`config.mk`:
```
export PLATFORM = sky130hd
export DESIGN_NAME = pc_fetch
export DESIGN_NICKNAME = d
export VERILOG_FILES = /design/src/rtl/pc_fetch.sv
export SDC_FILE = /design/constraint.sdc
export NUM_CORES = 1
export LEC_CHECK = 0
export ABC_AREA = 1
export CORE_MARGIN = 2
export CORE_UTILIZATION = 30
export CTS_CLUSTER_DIAMETER = 80
export DETAILED_ROUTE_END_ITERATION = 8
export PLACE_DENSITY = 0.59
export SETUP_SLACK_MARGIN = 0.2
export SYNTH_ARGS = -nofsm -noshare
export SYNTH_HDL_FRONTEND = slang
export SYNTH_SLANG_ARGS = --single-unit
```
`constraint.sdc`:
```
create_clock -name clk -period 4.5 [get_ports clk]
set_input_delay 0.9 -clock clk [delete_from_list [all_inputs] [get_ports clk]]
set_output_delay 0.9 -clock clk [all_outputs]
set_load 0.01 [all_outputs]
```
`src/rtl/pc_fetch.sv`:
```
// Instruction-fetch stage: fetch PC, instruction-memory request/ack handshake,
// redirect handling for in-flight requests, and the IF/ID pipeline register.
module pc_fetch #(
    parameter logic [31:0] RESET_PC = 32'h0000_0000
) (
    input  logic        clk,
    input  logic        rst_n,
    input  logic        stall_if,
    input  logic        stall_id,
    input  logic        pc_src_id,
    input  logic [31:0] pc_branch_id,
    output logic        imem_req,
    output logic [31:0] imem_addr,
    input  logic        imem_ack,
    input  logic [31:0] imem_rdata,
    output logic        imem_wait,
    output logic [31:0] instr_id,
    output logic [31:0] pc_plus4_id,
    output logic        valid_id
);

    typedef enum logic [1:0] {
        S_REQ  = 2'd0,  // request outstanding on the current pc
        S_HELD = 2'd1,  // instruction captured in r_buf, downstream stalled
        S_DROP = 2'd2   // wrong-path request outstanding, redirect pending in r_target
    } state_t;

    state_t      r_state, w_state_nxt;
    logic [31:0] r_pc, w_pc_nxt;
    logic [31:0] r_buf, w_buf_nxt;
    logic [31:0] r_target, w_target_nxt;
    logic [31:0] r_instr, w_instr_nxt;
    logic [31:0] r_pc4, w_pc4_nxt;
    logic        r_valid, w_valid_nxt;

    logic        w_hold;
    logic [31:0] w_pc_inc;
    logic [31:0] w_drop_dest;

    assign w_hold      = stall_if | stall_id;
    assign w_pc_inc    = r_pc + 32'd4;
    // A redirect arriving while a wrong-path request is in flight replaces the pending target.
    assign w_drop_dest = pc_src_id ? pc_branch_id : r_target;

    assign imem_req  = rst_n & (r_state != S_HELD);
    assign imem_addr = r_pc;
    assign imem_wait = imem_req & ~imem_ack;

    assign instr_id    = r_instr;
    assign pc_plus4_id = r_pc4;
    assign valid_id    = r_valid;

    always_comb begin
        // NOTE: every next-state signal is defaulted to its current value first so that
        // branches which leave it untouched cannot infer a latch.
        w_state_nxt  = r_state;
        w_pc_nxt     = r_pc;
        w_buf_nxt    = r_buf;
        w_target_nxt = r_target;
        w_instr_nxt  = r_instr;
        w_pc4_nxt    = r_pc4;
        w_valid_nxt  = r_valid;

        unique case (r_state)
            S_REQ: begin
                if (w_hold) begin
                    if (imem_ack) begin
                        w_buf_nxt   = imem_rdata;
                        w_state_nxt = S_HELD;
                    end
                end else if (pc_src_id) begin
                    w_instr_nxt = 32'd0;
                    w_valid_nxt = 1'b0;
                    if (imem_ack) begin
                        w_pc_nxt = pc_branch_id;
                    end else begin
                        w_target_nxt = pc_branch_id;
                        w_state_nxt  = S_DROP;
                    end
                end else if (imem_ack) begin
                    w_instr_nxt = imem_rdata;
                    w_pc4_nxt   = w_pc_inc;
                    w_valid_nxt = 1'b1;
                    w_pc_nxt    = w_pc_inc;
                end else begin
                    w_instr_nxt = 32'd0;
                    w_valid_nxt = 1'b0;
                end
            end

            S_HELD: begin
                if (!w_hold) begin
                    w_state_nxt = S_REQ;
                    if (pc_src_id) begin
                        w_pc_nxt    = pc_branch_id;
                        w_instr_nxt = 32'd0;
                        w_valid_nxt = 1'b0;
                    end else begin
                        w_instr_nxt = r_buf;
                        w_pc4_nxt   = w_pc_inc;
                        w_valid_nxt = 1'b1;
                        w_pc_nxt    = w_pc_inc;
                    end
                end
            end

            S_DROP: begin
                // Under hold everything freezes; the wrong-path request is simply reissued.
                if (!w_hold) begin
                    w_instr_nxt  = 32'd0;
                    w_valid_nxt  = 1'b0;
                    w_target_nxt = w_drop_dest;
                    if (imem_ack) begin
                        w_pc_nxt    = w_drop_dest;
                        w_state_nxt = S_REQ;
                    end
                end
            end

            default: begin
                w_state_nxt = S_REQ;
            end
        endcase
    end

    always_ff @(posedge clk) begin
        // NOTE: sequential state uses non-blocking assignments only, so every register
        // samples the pre-edge values regardless of statement order.
        if (!rst_n) begin
            r_state  <= S_REQ;
            r_pc     <= RESET_PC;
            // NOTE: the instruction buffer is a single register, not an array, so it is
            // cleared in reset like the rest of the state.
            r_buf    <= 32'd0;
            r_target <= 32'd0;
            r_instr  <= 32'd0;
            r_pc4    <= 32'd0;
            r_valid  <= 1'b0;
        end else begin
            r_state  <= w_state_nxt;
            r_pc     <= w_pc_nxt;
            r_buf    <= w_buf_nxt;
            r_target <= w_target_nxt;
            r_instr  <= w_instr_nxt;
            r_pc4    <= w_pc4_nxt;
            r_valid  <= w_valid_nxt;
        end
    end

endmodule

```
==> flow_summary.toml <==
[status]
status = "completed"

[setup_path]
path_buf_inv = 4
critPathTopFamily = "buffers and inverters"
crit_path_frequent_cell = "buf_4"
worstSetupEndpointType = "output port"
r2r_start = "r_state[1]"
slowest_delay_ps = 560
cp_cell_sequence = "buf_4 > inv_1 > buf_4 > nor3_1 > clkdlybuf4s50_1"
crit_type = "in2out"
worstPathArrival_ps = 2290
start_kind = "input pin"
worstPathRequired_ps = 3600
worstPathMaxFanout = 46
crit_start = "rst_n"
slowest_stage = "clkdlybuf4s50_1"

[route]
ant_nets = 0
vias = 7892
drt_pass1_iterations = 5
first_iter_violations = 546
wire_per_inst_um = 15.0
vias_per_cell = 4.82
wl_um = 24600
drc = 0

[synthesis]
synth_top_area_share_pct = 41.7
async_flop_share_pct = 0
yosysWarningCount = 0
avgSynthCellArea_um2 = 6.69
synth_cells = 1168
synth_edf_count = 0
yosys_most_used_dff = "dfxtp_1"
synth_nets = 1242
synth_seq_cells = 163
synth_largest_area_cell = "dfxtp_1"
yosysSeqAreaShare_pct = 41.7
ys_top_cells_by_area = "dfxtp_1 (42%), nand2_1 (14%), a21oi_1 (9.0%)"
syn_area_mm2 = 0.00782
ys_types = 31

[clocking]
cts_max_path_buffers = 2
root_buffer = "clkbuf_16"
cts.sinks = 163
htreeDepth = 4
clock_latency_ps = 440
cts_resized = 0
cts_setup_buffers = 0
hold_buffers = 0
cts_tree = "built"
cts_buffers = 17
cts.clk_slew.worst_paths_ps = 60

[die]
core_area_mm2 = 0.0258
fp.dieH_um = 165
initial_core_util_pct = 30.3
die_width_um = 165
die-area_mm2 = 0.0274
ios = 169
rows = 59

[timing]
finalSetupTns_ps = 0
layout_min_cycle_time_ps = 3190
hold_viol = 0
worst_slew_pin_slew_ps = 1140
drv_slew = 0
max_freq_ghz = 0.313
skew_ps = 10.7
slew-limit-headroom_pct = 23.6
rsz0062_at_grt = "no"
period_share_pct = 70.9
setup_violations = 0

[pwr]
max-vdd-ir-drop_uv = 215
leakagePower_nw = 4.03
totalPowerFinal_mw = 4.69
p_per_area_mw_per_mm2 = 455

[finish]
num-fill-cells = 2768
multi_input_area_mm2 = 0.00404
num-nets-final = 1363
diodes = 0
seqCellArea_mm2 = 0.00326
fin_cells = 1637
syn2layout_area_growth_pct = 31.9
drive_gt1_share_pct = 5.38
final_common_cell = "nand2_1"
layout_common_cells = "nand2_1 (288), nor2_1 (170), clkdlybuf4s50_1 (166)"

[min_path]
hp-class = "reg2reg"
hold_start = "r_target[2]"

[grt]
grt_first_pass_wirelength_um = 38500
grt_pass1_vias = 7214
grt_start_max_net_pins = 99
overflow = 0
grtUsageTotal_pct = 18.1
antenna_found_initial = 1

[placed_design]
io_buffers = 168
dpl.hpwl_um = 16400
gpl.final_weighted_congestion = 0.828
dp_cells = 1605

[run]
drv_cap = 0
## registers in the layout, summed over array words and instances (netlist names)
signal	cells
pc_plus4_id	32
r_target	32
r_state	2
imem_addr	32
valid_id	1
instr_id	32
r_buf	32
## cells in the mapped netlist, drive strengths merged, types with 3 or more instances
library cell,instances
nor3,3
dfxtp,163
clkbuf,49
o211ai,3
inv,55
a31oi,32
and2,3
nand3,11
ha,4
xnor2,5
nand2,290
xor2,10
o21ai,175
nor2,182
buf,28
a21oi,141
nand3b,7
## per-stage QoR
step	util (%)	hold WS [ps]	area, µm²	setup slack (ps)
finish	39.9	471	10300	1310
global route	39.9	486	10300	1190
CTS	39.9	474	10300	1300
detailed placement	37.5	466	9690	1290
global placement	37.5	457	9690	1260
floorplan	-	447	7820	1920
## per-layer routing
layer	part of all wire [%]	up-vias	GRT usage [%]	wire length, µm
met5	0.049	-	0	12
met2	46	182	29.4	11400
met3	5.3	27	4.45	1310
met1	47	3583	23.8	11600
li1	-	4098	-	-
met4	1.4	2	5.21	334
## worst register-to-register path: stages (launching register included)
cell and delay [ps]:
dfxtp_1 320, inv_1 120, ha_1 300, nand2_1 100, nor2_2 100, buf_4 310
inv_1 590, nor2_1 300, nor2_1 80
## cells by family (layout without fill, tap and decap cells)
group                      after synthesis  after routing  share of synthesized area, %
adders and majority gates                4              4                         0.640
AOI/OAI and AO/OA                      357            357                          23.8
buffers and inverters                  133            267                          6.91
and+or+nand+nor                        496            496                          25.2
DFF                                    163            163                          41.7
xor gates and xnor gates                15             15                          1.68
## cell type report
class	count	area share, %
multi-input cells	872	39.2
flip-flops and latches	163	31.7
repair buffers	179	17.0
clock buffers	17	4.13
well taps	335	4.07
inverters	56	2.04
clock inverters	15	1.91
## final timing paths
check / end / slack [ps] / depth (start not counted)
max: imem_wait / 1310 / 5
min: r_target[2] / 470 / 2
max reg2reg: r_buf[14] / 2160 / 8
min reg2reg: r_target[2] / 470 / 2
## where the power goes
| group | switching, mW | leakage, nW | internal, mW |
|---|---|---|---|
| combinational | 0.703 | 2.39 | 0.558 |
| sequential | 0.203 | 1.34 | 1.67 |
| clock | 0.665 | 0.300 | 0.891 |
Note: power is estimated with default switching activity, not from simulation.
